==> src/rtl/nubus_pkg.sv <==
// Shared NuBus definitions: start-mode codes, ack status codes, the
// responder state encoding and the byte-lane strobe map.
package nubus_pkg;

  // Start-cycle transfer modes, true polarity {tm1, tm0, a1, a0}.
  typedef enum logic [3:0] {
    WR_BYTE_3 = 4'b0000,
    WR_BYTE_2 = 4'b0001,
    WR_BYTE_1 = 4'b0010,
    WR_BYTE_0 = 4'b0011,
    WR_HALF_1 = 4'b0100,
    WR_BLOCK  = 4'b0101,
    WR_HALF_0 = 4'b0110,
    WR_WORD   = 4'b0111,
    RD_BYTE_3 = 4'b1000,
    RD_BYTE_2 = 4'b1001,
    RD_BYTE_1 = 4'b1010,
    RD_BYTE_0 = 4'b1011,
    RD_HALF_1 = 4'b1100,
    RD_BLOCK  = 4'b1101,
    RD_HALF_0 = 4'b1110,
    RD_WORD   = 4'b1111
  } start_mode_e;

  // Ack status, true polarity {tm1, tm0}.
  typedef enum logic [1:0] {
    ST_COMPLETE  = 2'b00,
    ST_ERROR     = 2'b01,
    ST_TIMEOUT   = 2'b10,
    ST_TRY_AGAIN = 2'b11
  } ack_status_e;

  // Responder state machine.
  typedef enum logic [1:0] {
    S_IDLE = 2'b00,
    S_DATA = 2'b01,
    S_MEM  = 2'b10,
    S_ACK  = 2'b11
  } slave_state_e;

  // Byte-lane strobes for the low three mode bits; bit i covers AD[8i+7:8i].
  // The block code (101) maps to no lanes.
  function automatic logic [3:0] lane_strobes(input logic [2:0] m);
    logic [3:0] s;
    case (m)
      3'b000:  s = 4'b1000;
      3'b001:  s = 4'b0100;
      3'b010:  s = 4'b0010;
      3'b011:  s = 4'b0001;
      3'b100:  s = 4'b1100;
      3'b110:  s = 4'b0011;
      3'b111:  s = 4'b1111;
      default: s = 4'b0000;
    endcase
    return s;
  endfunction

endpackage

==> src/rtl/nubus_slave_decoder.sv <==
// Combinational start-cycle decode: address/ID hit and transfer-mode
// translation into byte strobes, read flag and block flag.
module nubus_slave_decoder
  import nubus_pkg::*;
#(
  parameter bit SUPERSLOT_EN = 1'b1
) (
  input  logic [3:0] mode,      // {tm1, tm0, a1, a0}, true polarity
  input  logic [7:0] addr_hi,   // address bits [31:24], true polarity
  input  logic [3:0] id,        // slot ID, true polarity
  output logic       hit,
  output logic       slot_hit,
  output logic       super_hit,
  output logic [3:0] strobes,
  output logic       read,
  output logic       block
);

  // Address match and mode translation; reads carry no strobes.
  always_comb begin
    slot_hit  = (addr_hi == {4'hF, id});
    super_hit = SUPERSLOT_EN && (addr_hi[7:4] == id) &&
                (id != 4'h0) && (id != 4'hF);
    hit       = slot_hit | super_hit;
    read      = mode[3];
    block     = (mode[2:0] == 3'b101);
    strobes   = read ? 4'b0000 : lane_strobes(mode[2:0]);
  end

endmodule

==> src/rtl/nubus_slave.sv <==
// NuBus responder front end. Turns each decoded START hit into one
// single-beat mem_* transaction and answers the master with /ACK and status.
//
// mem_* handshake: mem_valid rises the cycle after the data cycle and holds,
// with mem_addr/mem_write/mem_wdata/mem_slot/mem_super stable, until the
// clock edge at which mem_ready is sampled high (or the watchdog expires);
// a transfer completes on that edge and mem_rdata is captured there.
module nubus_slave
  import nubus_pkg::*;
#(
  parameter int WDT_W        = 3,
  parameter bit SUPERSLOT_EN = 1'b1
) (
  input  logic        nub_clk,
  input  logic        nub_reset,
  input  logic [3:0]  nub_idn,
  input  logic        nub_startn,
  input  logic        nub_ackn_i,
  input  logic        nub_tm0n_i,
  input  logic        nub_tm1n_i,
  input  logic [31:0] nub_adn_i,
  output logic        nub_ackn_o,
  output logic        nub_ack_oe,
  output logic        nub_tm0n_o,
  output logic        nub_tm1n_o,
  output logic [31:0] nub_adn_o,
  output logic        nub_ad_oe,
  output logic        mem_valid,
  input  logic        mem_ready,
  output logic [3:0]  mem_write,
  output logic [31:0] mem_addr,
  output logic [31:0] mem_wdata,
  input  logic [31:0] mem_rdata,
  output logic        mem_slot,
  output logic        mem_super,
  output logic [1:0]  dbg_state
);

  slave_state_e     state;
  logic [WDT_W-1:0] wdt;
  logic             rd_q;
  logic             blk_q;

  logic [31:0] addr_t;
  logic [3:0]  mode_t;
  logic [3:0]  id_t;
  logic        dec_hit;
  logic        dec_slot;
  logic        dec_super;
  logic [3:0]  dec_strobes;
  logic        dec_read;
  logic        dec_block;
  logic        start_hit;

  localparam logic [WDT_W-1:0] WDT_ONE = {{(WDT_W-1){1'b0}}, 1'b1};

  assign addr_t    = ~nub_adn_i;
  assign mode_t    = {~nub_tm1n_i, ~nub_tm0n_i, addr_t[1:0]};
  assign id_t      = ~nub_idn;
  // An attention cycle (START with /ACK low) is never a transaction.
  assign start_hit = ~nub_startn & nub_ackn_i & dec_hit;
  assign dbg_state = state;

  nubus_slave_decoder #(
    .SUPERSLOT_EN (SUPERSLOT_EN)
  ) u_decoder (
    .mode      (mode_t),
    .addr_hi   (addr_t[31:24]),
    .id        (id_t),
    .hit       (dec_hit),
    .slot_hit  (dec_slot),
    .super_hit (dec_super),
    .strobes   (dec_strobes),
    .read      (dec_read),
    .block     (dec_block)
  );

  // Responder FSM with registered bus and memory-side outputs.
  always_ff @(posedge nub_clk or posedge nub_reset) begin
    if (nub_reset) begin
      state      <= S_IDLE;
      wdt        <= '0;
      rd_q       <= 1'b0;
      blk_q      <= 1'b0;
      mem_valid  <= 1'b0;
      mem_write  <= 4'b0000;
      mem_addr   <= '0;
      mem_wdata  <= '0;
      mem_slot   <= 1'b0;
      mem_super  <= 1'b0;
      nub_ack_oe <= 1'b0;
      nub_ackn_o <= 1'b1;
      nub_tm1n_o <= 1'b1;
      nub_tm0n_o <= 1'b1;
      nub_adn_o  <= '1;
      nub_ad_oe  <= 1'b0;
    end else begin
      case (state)
        S_IDLE: begin
          if (start_hit) begin
            mem_addr  <= {addr_t[31:2], 2'b00};
            mem_write <= dec_strobes;
            rd_q      <= dec_read;
            blk_q     <= dec_block;
            mem_slot  <= dec_slot;
            mem_super <= dec_super;
            state     <= S_DATA;
          end
        end
        S_DATA: begin
          mem_wdata <= ~nub_adn_i;
          if (blk_q) begin
            // Block transfers are refused without touching memory.
            nub_ack_oe               <= 1'b1;
            nub_ackn_o               <= 1'b0;
            {nub_tm1n_o, nub_tm0n_o} <= ~ST_ERROR;
            state                    <= S_ACK;
          end else begin
            mem_valid <= 1'b1;
            wdt       <= '0;
            state     <= S_MEM;
          end
        end
        S_MEM: begin
          if (mem_ready) begin
            mem_valid                <= 1'b0;
            nub_ack_oe               <= 1'b1;
            nub_ackn_o               <= 1'b0;
            {nub_tm1n_o, nub_tm0n_o} <= ~ST_COMPLETE;
            if (rd_q) begin
              nub_adn_o <= ~mem_rdata;
              nub_ad_oe <= 1'b1;
            end
            state <= S_ACK;
          end else if (wdt == '1) begin
            mem_valid                <= 1'b0;
            nub_ack_oe               <= 1'b1;
            nub_ackn_o               <= 1'b0;
            {nub_tm1n_o, nub_tm0n_o} <= ~ST_ERROR;
            state                    <= S_ACK;
          end else begin
            wdt <= wdt + WDT_ONE;
          end
        end
        S_ACK: begin
          // Ack lasts exactly one clock, then release all drivers.
          nub_ack_oe <= 1'b0;
          nub_ackn_o <= 1'b1;
          nub_tm1n_o <= 1'b1;
          nub_tm0n_o <= 1'b1;
          nub_adn_o  <= '1;
          nub_ad_oe  <= 1'b0;
          state      <= S_IDLE;
        end
        default: state <= S_IDLE;
      endcase
    end
  end

endmodule
==> config.mk <==
export PLATFORM = sky130hd
export DESIGN_NAME = nubus_slave
export DESIGN_NICKNAME = d
export VERILOG_FILES = /design/src/rtl/nubus_pkg.sv /design/src/rtl/nubus_slave_decoder.sv /design/src/rtl/nubus_slave.sv
export SDC_FILE = /design/constraint.sdc
export NUM_CORES = 1
export LEC_CHECK = 0
export CORE_UTILIZATION = 32
export CTS_CLUSTER_SIZE = 10
export DETAILED_ROUTE_END_ITERATION = 12
export GPL_ROUTABILITY_DRIVEN = 0
export SYNTH_ARGS = -nofsm -noshare
export SYNTH_HDL_FRONTEND = slang
export SYNTH_SLANG_ARGS = --single-unit
==> constraint.sdc <==
create_clock -name nub_clk -period 3.9 [get_ports nub_clk]
set_input_delay 0.975 -clock nub_clk [delete_from_list [all_inputs] [get_ports nub_clk]]
set_output_delay 0.975 -clock nub_clk [all_outputs]
set_load 0.02 [all_outputs]
* Word-level counts from Yosys, hierarchy flattened *
Cells that the tools add are included.

cells by class
  bitwise operators = 9
  add/sub/neg operators = 1
  reductions and logical operators = 14
  muxes and demuxes = 30
  equality and inequality tests = 22

operators with widths
  operator              count
  $mux W32              2
  $not A32 Y32          2
  $pmux W32 S2          1
  $pmux W4 S7           1
  $eq A3 B3 Y1 const B  5
  $ne A2 B2 Y1 const B  7
  $pmux W1 S3           4
  $mux W1               11
  $mux W3               3
  $reduce_and A3 Y1     3
  $eq A8 B8 Y1          1
  $pmux W2 S4           1
  $eq A3 B2 Y1 const B  2
  $mux W2               3
  $pmux W3 S2           1
  $eq A2 B2 Y1 const B  2
  $eq A4 B4 Y1          1
  $mux W4               1
  $ne A4 B4 Y1 const B  1
  $not A4 Y4            1
  $pmux W1 S2           2
  $reduce_and A2 Y1     2
  $reduce_and A4 Y1     1
  $reduce_bool A2 Y1    2
  other kinds (12)      16

storage, ports and cells
  register bits = 113
  output and inout bits = 110
  input bits = 75
  word-level logic and storage cells = 92

* Depth between registers and ports, before layout *
Gate-level depths: netlist of run 1.

  depth after elaboration = 8
  gate-level depth with buffers = 8
  depth with buffers taken out = 7

* Hierarchy *
From an unflattened synthesis of run 1, not the netlist that was laid out.

unflattened totals
  cells, all modules = 432
  area, all modules = 4959.8 sq um

by module, submodules not included
  module               area an instance (sq um)  seq. area each (sq um)  times used  cells an instance
  nubus_slave          4753.3                    2845.2                  1           401
  nubus_slave_decoder  206.4                     0.0                     1           31

* Worst setup path before layout of run 1 *
OpenSTA, ideal clock, no wires.

  kind = input port to flip-flop
  from = input port nub_adn_i[27]
  to = register blk_q
  setup time = 0.128 ns
  stages on the path = 6
  arrival = 2.186 ns
  required time = 3.772 ns
  path buffers = 1
  setup slack = 1.586 ns
  cells stage by stage = xor2_1 -> nor4_2 -> nand2_1 -> a21oi_2 -> buf_6 -> mux2_1

on the way
  longest elaborated chain between the ends = 5

RTL lines
  element                      RTL line                   RTL
  start: declaration           nubus_slave.sv:21          input logic [31:0] nub_adn_i,
  $not A32 Y32                 nubus_slave.sv:57          assign addr_t = ~nub_adn_i;
  $eq A8 B8 Y1                 nubus_slave_decoder.sv:21  slot_hit = (addr_hi == {4'hF, id});
  $or A1 B1 Y1                 nubus_slave_decoder.sv:24  hit = slot_hit | super_hit;
  $and A1 B1 Y1                nubus_slave.sv:61          assign start_hit = ~nub_startn & nub_ackn_i & dec_hit;
  $reduce_and A2 Y1 (no line)  --
  end signal: assignment       nubus_slave.sv:104         blk_q <= dec_block;
  end: declaration             nubus_slave.sv:42          logic blk_q;

Every way passes these cells.
A chain may end at the register's enable or synchronous reset.

* Worst setup path in the final report of run 1 *
  from = input port nub_adn_i[27]
  to = register mem_write[0]

on the way
  longest elaborated chain between the ends = 5

RTL lines
  element                      RTL line                   RTL
  $not A32 Y32                 nubus_slave.sv:57
  $eq A8 B8 Y1                 nubus_slave_decoder.sv:21
  $or A1 B1 Y1                 nubus_slave_decoder.sv:24
  $and A1 B1 Y1                nubus_slave.sv:61
  $reduce_and A2 Y1 (no line)  --
  end signal: assignment       nubus_slave.sv:102         mem_write <= dec_strobes;
  end: declaration             nubus_slave.sv:30          output logic [3:0] mem_write,

Every way passes these cells.

==> results.md, run 1 <==
Status:
- The run finished with clean final reports.

Min path:
- The count of cells along the worst hold path is 2.
- The critical hold path startpoint is nub_tm0n_o$_DFFE_PP1P_.
- The worst hold path terminates at nub_tm0n_o$_DFFE_PP1P_.
- The worst hold path belongs to the class reg -> reg.

Global routing:
- Entering global routing, the biggest net connects 43 pins.
- The overall track demand over capacity in global routing is 0.149.
- The met2 routing resource usage after global routing is 0.229.
- The met1 usage is 0.198.
- Summed over all layers, the global routing overflow is 0.
- For met3 alone, demand over resource in global routing was 0.0369.
- The first-pass GRT wire length is 18200 um.
- The number of global-route vias before repair is 3518.
- The initial antenna violation count is 0.
- The layer flagged by global routing as most heavily used is met2.

STA:
- Subtracting the final worst setup slack from the clock period gives 2.75 ns.
- Setup repair after global routing left no endpoint under its margin.
- For the pin with the worst max-slew slack, the measured transition is 0.530 ns.
- Static timing analysis puts the maximum clock frequency at 0.364 GHz.
- For the final routed database, the setup TNS stands at 0 ns.
- The final count of pins violating max slew is 0.
- The final-report setup violation count is 0.
- The number of failing hold endpoints at the final stage is 0.
- The remaining max-slew budget at the tightest pin is 0.645.
- In the finished design, the share of the clock period the worst path needs comes to 0.705.
- The final setup skew is 0.00339 ns.

Synth:
- The most used flip-flop cell after synthesis is dfrtp_1.
- The number of synthesized flops with an enable pin is 0.
- The Yosys step of the flow raised 0 warnings.
- The cell count after synthesis came out at 417.
- The share of the Yosys chip area taken by registers is 0.595.
- After synthesis, the netlist uses 36 different library cells.
- Ranked by total cell area, the synthesized netlist is headed by dfrtp_1 41%, dfstp_2 19%, mux2i_1 13%.
- Of all flip-flops after synthesis, the portion carrying an async set or reset was 1.00.
- The leading area contributor after synthesis is dfrtp_1.
- The most common cell in the synthesized netlist is dfrtp_1.
- The share of synthesized area in the top cell type comes to 0.408.
- Sorting the synthesized cells by how often they occur yields 78 x dfrtp_1, 70 x inv_1, 64 x mux2i_1.
- Summing every instance area after synthesis gives 0.00478 mm^2.
- In this run the mean area of a mapped cell was 11.5 um^2.
- In this run, synthesis produced a sequential element count of 112.

Clock network:
- Counting along the longest clock path gives a buffer depth of 2.
- For this design, the sink count on the clock tree is 112.
- Post-CTS timing repair inserted 0 buffers for setup.
- The H-tree level count is 3.
- The number of CTS-inserted buffers is 9.
- At the later pin of the worst-skew pair, clock insertion delay measures 0.34 ns.
- Buffers inserted to repair hold after CTS numbered 0.
- The CTS clock-pin slew for the worst setup and hold paths is 0.07 ns.
- TritonCTS built the clock tree.
- CTS placed an instance of clkbuf_16 at the clock tree root.
- The post-cts gate resize count is 0.

Detailed routing:
- The wire length after detailed routing is 11200 um.
- The post-route DRC violation count is 0.
- For this run, the detailed router's first-pass iteration total came to 4.
- In this run the remaining antenna-violating nets after routing total 0.
- The average vias per placed instance is 4.45.
- After detailed routing, the average wire length per cell comes to 14.2 um.
- After the first detailed-routing iteration, the DRC count stood at 117.
- The total number of vias is 3507.

Setup path:
- Traced cell by cell, the critical path runs through clkdlybuf4s50_1, xor2_1, nor4_2, nand2_1, a21oi_4, buf_4, mux2_1.
- The launch point of the worst reg-to-reg path is wdt[0]$_DFFE_PP0P_.
- The worst endpoint data arrival time is 2.97 ns.
- Along the worst path, the maximum fanout reaches 20.
- The endpoint identified for the worst register-to-register timing path is dbg_state[1]$_DFFE_PP0P_.
- STA classifies the critical path endpoint as a register.
- The number of cells on the worst reg-to-reg path is 7.
- The worst setup slack for register-to-register paths is 1.74 ns.
- STA classifies the critical path startpoint as an input port.
- The kind of critical path is in -> reg.
- In this design, the stage delay of the slowest critical-path cell is 0.45 ns.
- Data on the critical path is required at its endpoint by 4.12 ns.
- Among all stages on the critical path, the largest delay is contributed by clkdlybuf4s50_1.

Floorplanning:
- The core region is 0.0145 mm^2.
- The site row count is 44.
- 185 I/O pins were placed.
- The starting density of the core is 0.329.
- The die boundary width is 124 um.
- The floorplan die height is 124 um.
- The area of the die is 0.0154 mm^2.

Layout:
- The number of antenna repair diodes is 0.
- The number of nets in the layout is 681.
- Fill cells in the final layout number 1314.
- The fraction of layout instances using a drive strength above 1 is 0.108.
- The area added between synthesis and finish is 47.9%.
- At the end of the flow the core is filled with cells to 0.487.
- The final non-filler cell area is 0.00708 mm^2.

Placement:
- The area of placed instances is 0.00677 mm^2.
- Detailed placement ended at an HPWL of 8130 um.
- Port buffering added 181 buffers.

Power and ir drop:
- Power spread over the standard cell area amounts to 748 mW/mm^2.
- In this run the static leakage power is 3.11 nW.
- The share of total power dissipated in sequential elements is 0.364.
- The worst vdd rail ir drop is 0.276 mV.
- The share of total power in combinational logic is 0.460.
- Of the total power, the share spent switching nets is 0.363.
- The fraction of power consumed by the clock network is 0.177.
- The switching component of the power is 1.92 mW.
- The internal power is 3.37 mW.

Run:
- The max-cap violation count is 0.
cell families (layout without fill, tap and decap cells):
group	count (synthesis)	after routing	synth area share
fa+ha+maj	7	7	0.0183
mux	73	73	0.155
simple gates	66	66	0.0604
other cells	2	3	0.00157
compound gates	61	61	0.0732
buf+inv	88	274	0.0821
xor+xnor	8	8	0.0146
flops	112	112	0.595
power groups by stage:
stage	Combinational [mW]	Clock [mW]	Sequential [mW]
floorplan	0.828	0	2.44
global placement	2.44	0	1.93
detailed placement	2.47	0	1.94
CTS	2.47	0.977	1.93
global route	2.62	1.03	1.98
finish	2.43	0.934	1.93
critical path: cells and delay by family:
kind            cells  cell delay [ns]
xor+xnor            1             0.18
buf+inv             2             0.78
compound gates      1             0.18
mux                 1             0.36
simple gates        2             0.48
layout by cell type, fill, tap and decap left out, types with 2 or more instances in the layout:
cell type        netlist  layout
clkdlybuf4s50_1        0     181
dfrtp_1               78      78
inv_1                 70      69
mux2i_1               64      64
nor2_1                38      38
a21oi_1               37      37
dfstp_2               34      34
nand2_1               11      11
o21ai_0                9       9
clkbuf_16              0       9
buf_4                  4       7
nor2b_1                6       6
ha_1                   7       6
mux2_1                 5       5
nor3_1                 5       4
xnor2_1                4       4
xor2_1                 4       4
mux2_2                 4       4
a31oi_1                3       3
conb_1                 2       3
clkbuf_1               5       3
nand3_1                2       2
a22o_1                 2       2
a32oi_1                2       2
clkbuf_8               0       2
registers in the layout, indices dropped and copies added (netlist names):
register    count
mem_addr       30
mem_wdata      32
nub_ad_oe       1
nub_ack_oe      1
mem_valid       1
mem_slot        1
rd_q            1
wdt             3
nub_ackn_o      1
nub_tm0n_o      1
dbg_state       2
nub_adn_o      32
blk_q           1
mem_write       4
mem_super       1
routing by layer:
layer,vias to the layer above,part of all wire
met5,-,0
met4,0,0.019
met3,14,0.058
met2,125,0.45
met1,1660,0.47
li1,1708,-
worst max-delay path by stage:
stage / endpoint / slack (ns) / from
6_report: mem_write[0]$_DFFE_PP0P_ / 1.15 / nub_adn_i[27]
5_1_grt: mem_write[3]$_DFFE_PP0P_ / 1.01 / nub_adn_i[27]
4_1_cts: mem_write[0]$_DFFE_PP0P_ / 1.14 / nub_adn_i[27]
3_5_place_dp: mem_write[3]$_DFFE_PP0P_ / 0.77 / nub_adn_i[27]
3_3_place_gp: blk_q$_DFFE_PP0P_ / 0.80 / nub_adn_i[27]
2_1_floorplan: blk_q$_DFFE_PP0P_ / 0.02 / nub_reset
through the flow:
stage | setup WS, ns | instances | total power, mW | hold WS [ns]
finish | 1.15 | 788 | 5.29 | 0.500
global route | 1.01 | 788 | 5.63 | 0.518
CTS | 1.14 | 788 | 5.38 | 0.504
detailed placement | 0.770 | 772 | 4.41 | 0.485
global placement | 0.798 | 772 | 4.37 | 0.488
floorplan | 0.0223 | 418 | 3.27 | 0.493
final cells by class:
| class | instances | area [um^2] | share of cell area |
|---|---|---|---|
| Clock inverter | 2 | 37.5 | 0.00531 |
| Sequential cell | 112 | 2850 | 0.402 |
| Multi-Input combinational cell | 218 | 1570 | 0.222 |
| Tap cell | 184 | 230 | 0.0325 |
| Timing Repair Buffer | 188 | 1860 | 0.263 |
| Inverter | 70 | 265 | 0.0375 |
| Clock buffer | 14 | 264 | 0.0373 |
No activity file was read; power rests on OpenSTA's default activity.
==> inputs of run 2 (changes only) <==
==> constraint.sdc (replaced) <==
create_clock -name nub_clk -period 2.3 [get_ports nub_clk]
set_input_delay 0.575 -clock nub_clk [delete_from_list [all_inputs] [get_ports nub_clk]]
set_output_delay 0.575 -clock nub_clk [all_outputs]
set_load 0.02 [all_outputs]
==> run 2 against run 1 <==
Die area unchanged. Non-clock buffer count increased by 23. Core utilization increased by 1.9 points. Routed wire length increased by 4.2%. Sequential cell count unchanged. Critical endpoint unchanged.
==> results.md, run 2 (synthesis results as in run 1) <==
Setup path:
- Data on the critical path arrives at its endpoint at 2.39 ns.
- For the worst setup path, the data required time is 2.53 ns.
- The largest stage delay on the critical path is 0.43 ns.
- The kind of end point of the critical path is a register.
- The worst setup path is of the in -> reg kind.
- The signal on the critical path passes through clkdlybuf4s50_1, xor2_1, nor4_2, nand2_1, a21oi_4, buf_4, mux2_1.
- The category of the worst setup path launch point is an input port.
- Along the worst path, the maximum fanout reaches 8.
- On the critical path, the stage with the largest delay is an instance of clkdlybuf4s50_1.

Layout:
- The footprint of the flip-flops and latches is 0.00285 mm^2.
- The multi-input combinational cell area is 0.00157 mm^2.
- Of the cells placed in the final design, the portion with a size suffix greater than 1 is 0.145.
- The post-layout utilization of the core is 0.506.
- The area growth from synthesis to layout is 53.6%.
- The library cell used most frequently in the layout, excluding fill and tap cells, is clkdlybuf4s50_1.
- Fill cells in the final layout number 1298.
- In the final layout, the registers with the most flip-flops are mem_wdata x32, nub_adn_o x32, mem_addr x30.
- The non-filler instance count after layout is 811.
- In the layout the commonest cells are 181 x clkdlybuf4s50_1, 78 x dfrtp_1, 69 x inv_1.
- The final layout contains 704 nets.
- The number of antenna repair diodes is 0.

Placement:
- The number of placed instances, taps included is 795.
- The placed wire-length estimate after detailed placement is 8540 um.
- The count of buffers inserted at the top-level ports is 181.

STA:
- The achievable clock frequency is 0.462 GHz.
- The final setup skew is 0.00481 ns.
- For the pin with the worst max-slew slack, the measured transition is 0.585 ns.
- The final-report setup violation count is 0.
- Headroom to the max-slew limit came out at 0.610.
- The final worst-path cycle share is 0.942.
- The setup TNS is 0 ns.
- The final count of pins violating max slew is 0.
- The number of failing hold endpoints at the final stage is 0.
- On the final layout, the worst hold slack is 0.502 ns.
- Counting I/O delays and the setup requirement, the final critical path takes 2.17 ns.
- Setup repair after global routing left no endpoint under its margin.

Clock network:
- The CTS clock-pin slew for the worst setup and hold paths is 0.07 ns.
- Counting the buffers created by CTS gives 9.
- The insertion delay of the later-clocked pin in the worst-skew pair is 0.34 ns.
- The maximum clock insertion buffer count is 2.
- Clock tree synthesis selected as its root buffer the cell clkbuf_16.
- For this design, the sink count on the clock tree is 112.
- The H-tree was split into 3 levels.
- TritonCTS built the clock tree.
- The post-CTS setup buffer count is 0.

Floorplanning:
- Row generation in the floorplan step produced 44 rows.
- The core region is 0.0145 mm^2.
- The starting density of the core is 0.329.
- The top-level I/O count is 185.
- Measured along the y axis, the die boundary spans 124 um.
- The die covers 0.0154 mm^2.
- The die boundary width is 124 um.

Run:
- The tool flagged a number of max-cap violations equal to 0.

Global routing:
- Across every metal layer, demand over resource in global routing totals 0.155.
- The number of global-route vias before repair came to 3773.
- The initial antenna violation count is 0.
- The total congestion overflow after global routing is 0.
- The first global-routing pass estimated 19300 um of wire.
- Entering global routing, the biggest net connects 64 pins.

Detailed routing:
- The post-route DRC violation count is 0.
- In the final routed layout, each cell accounts on average for 14.3 um.
- The average vias per placed instance is 4.46.
- The iteration-0 DRC count of the detailed router is 116.
- The total number of vias is 3620.
- The number of routed nets with antenna violations is 0.
- The wire length after detailed routing is 11600 um.
- The number of iterations in the first detailed-routing pass is 4.

Power and ir drop:
- The internal power is 5.96 mW.
- Across the VDD grid, the largest voltage drop is 0.528 mV.
- The analysis attributes to cell leakage a power of 3.25 nW.
- The share of total power dissipated in the clock network is 0.190.
- The net switching fraction of the power is 0.357.
- The share of total power dissipated in sequential elements is 0.353.
- Summed over all nets, the switching power comes to 3.31 mW.
- Total power for the finished layout comes to 9.27 mW.
- The total power divided by cell area is 1260 mW/mm^2.
- The share of total power in combinational logic is 0.458.

Min path:
- The path type of the worst min-delay path is reg -> reg.

Status:
- The run finished with clean final reports.
## run 2: worst paths after layout
check | slack (ns) | to | cells after the start | startpoint
hold / removal | 0.50 | nub_adn_o[22]$_DFFE_PP1P_ | 2 | nub_adn_o[22]$_DFFE_PP1P_
setup reg to reg | 0.26 | nub_ack_oe$_DFFE_PP0P_ | 5 | dbg_state[0]$_DFFE_PP0P_
setup / recovery | 0.13 | mem_write[0]$_DFFE_PP0P_ | 7 | nub_adn_i[27]
hold reg to reg | 0.50 | nub_adn_o[22]$_DFFE_PP1P_ | 2 | nub_adn_o[22]$_DFFE_PP1P_
min in group asynchronous | 0.69 | mem_wdata[16]$_DFFE_PP0P_ | 3 | nub_reset
max in group asynchronous | 1.09 | mem_wdata[3]$_DFFE_PP0P_ | 3 | nub_reset
## run 2: worst max-delay path, delay by kind of cell
family	cells	cell delay (ns)
AOI/OAI and AO/OA	1	0.17
and+or+nand+nor	2	0.48
buffers and inverters	2	0.63
muxes	1	0.33
xor gates and xnor gates	1	0.19
## run 2: repair_timing
action                     in CTS  in global routing
setup endpoints to repair       0                  1
hold buffers                    0                  0
resized for setup               0                  1
## run 2: per-layer routing
metal,global-route usage,wire (um),share of wire,up-vias
met2,0.249,5490,0.47,126
met5,0,0,0,-
li1,-,-,-,1753
met3,0.0399,744,0.064,10
met4,0.0503,143,0.012,0
met1,0.204,5260,0.45,1731
## run 2: power by group through the flow
| stage | sequential, mW | combinational (mW) | clock (mW) |
|---|---|---|---|
| finish | 3.27 | 4.24 | 1.76 |
| global placement | 3.28 | 4.22 | 0 |
| detailed placement | 3.31 | 4.30 | 0 |
| global route | 3.37 | 4.59 | 1.91 |
| CTS | 3.28 | 4.32 | 1.83 |
| floorplan | 4.13 | 1.40 | 0 |
## run 2: area by class of cell
cell class,count,share of cell area
flip-flops and latches,112,0.387
repair buffers,211,0.286
multi-input cells,218,0.214
inverters,70,0.0363
well taps,184,0.0313
clock buffers,10,0.0312
clock inverters,6,0.0146
## run 2: stage by stage
| step | instance area (um^2) | setup slack, ns |
|---|---|---|
| floorplan | 4790 | 0.331 |
| global placement | 7010 | -0.205 |
| detailed placement | 7010 | -0.250 |
| CTS | 7350 | 0.130 |
| global route | 7350 | 0.0332 |
| finish | 7350 | 0.133 |
==> inputs of run 3 (changes only) <==
--- a/config.mk
+++ b/config.mk
@@ -6,7 +6,7 @@
 export NUM_CORES = 1
 export LEC_CHECK = 0
 export CORE_UTILIZATION = 32
-export CTS_CLUSTER_SIZE = 10
+export CTS_CLUSTER_SIZE = 14
 export DETAILED_ROUTE_END_ITERATION = 12
 export GPL_ROUTABILITY_DRIVEN = 0
 export SYNTH_ARGS = -nofsm -noshare
==> results of run 3 <==
Final layout, timing and power as in run 2 (identical DEF).
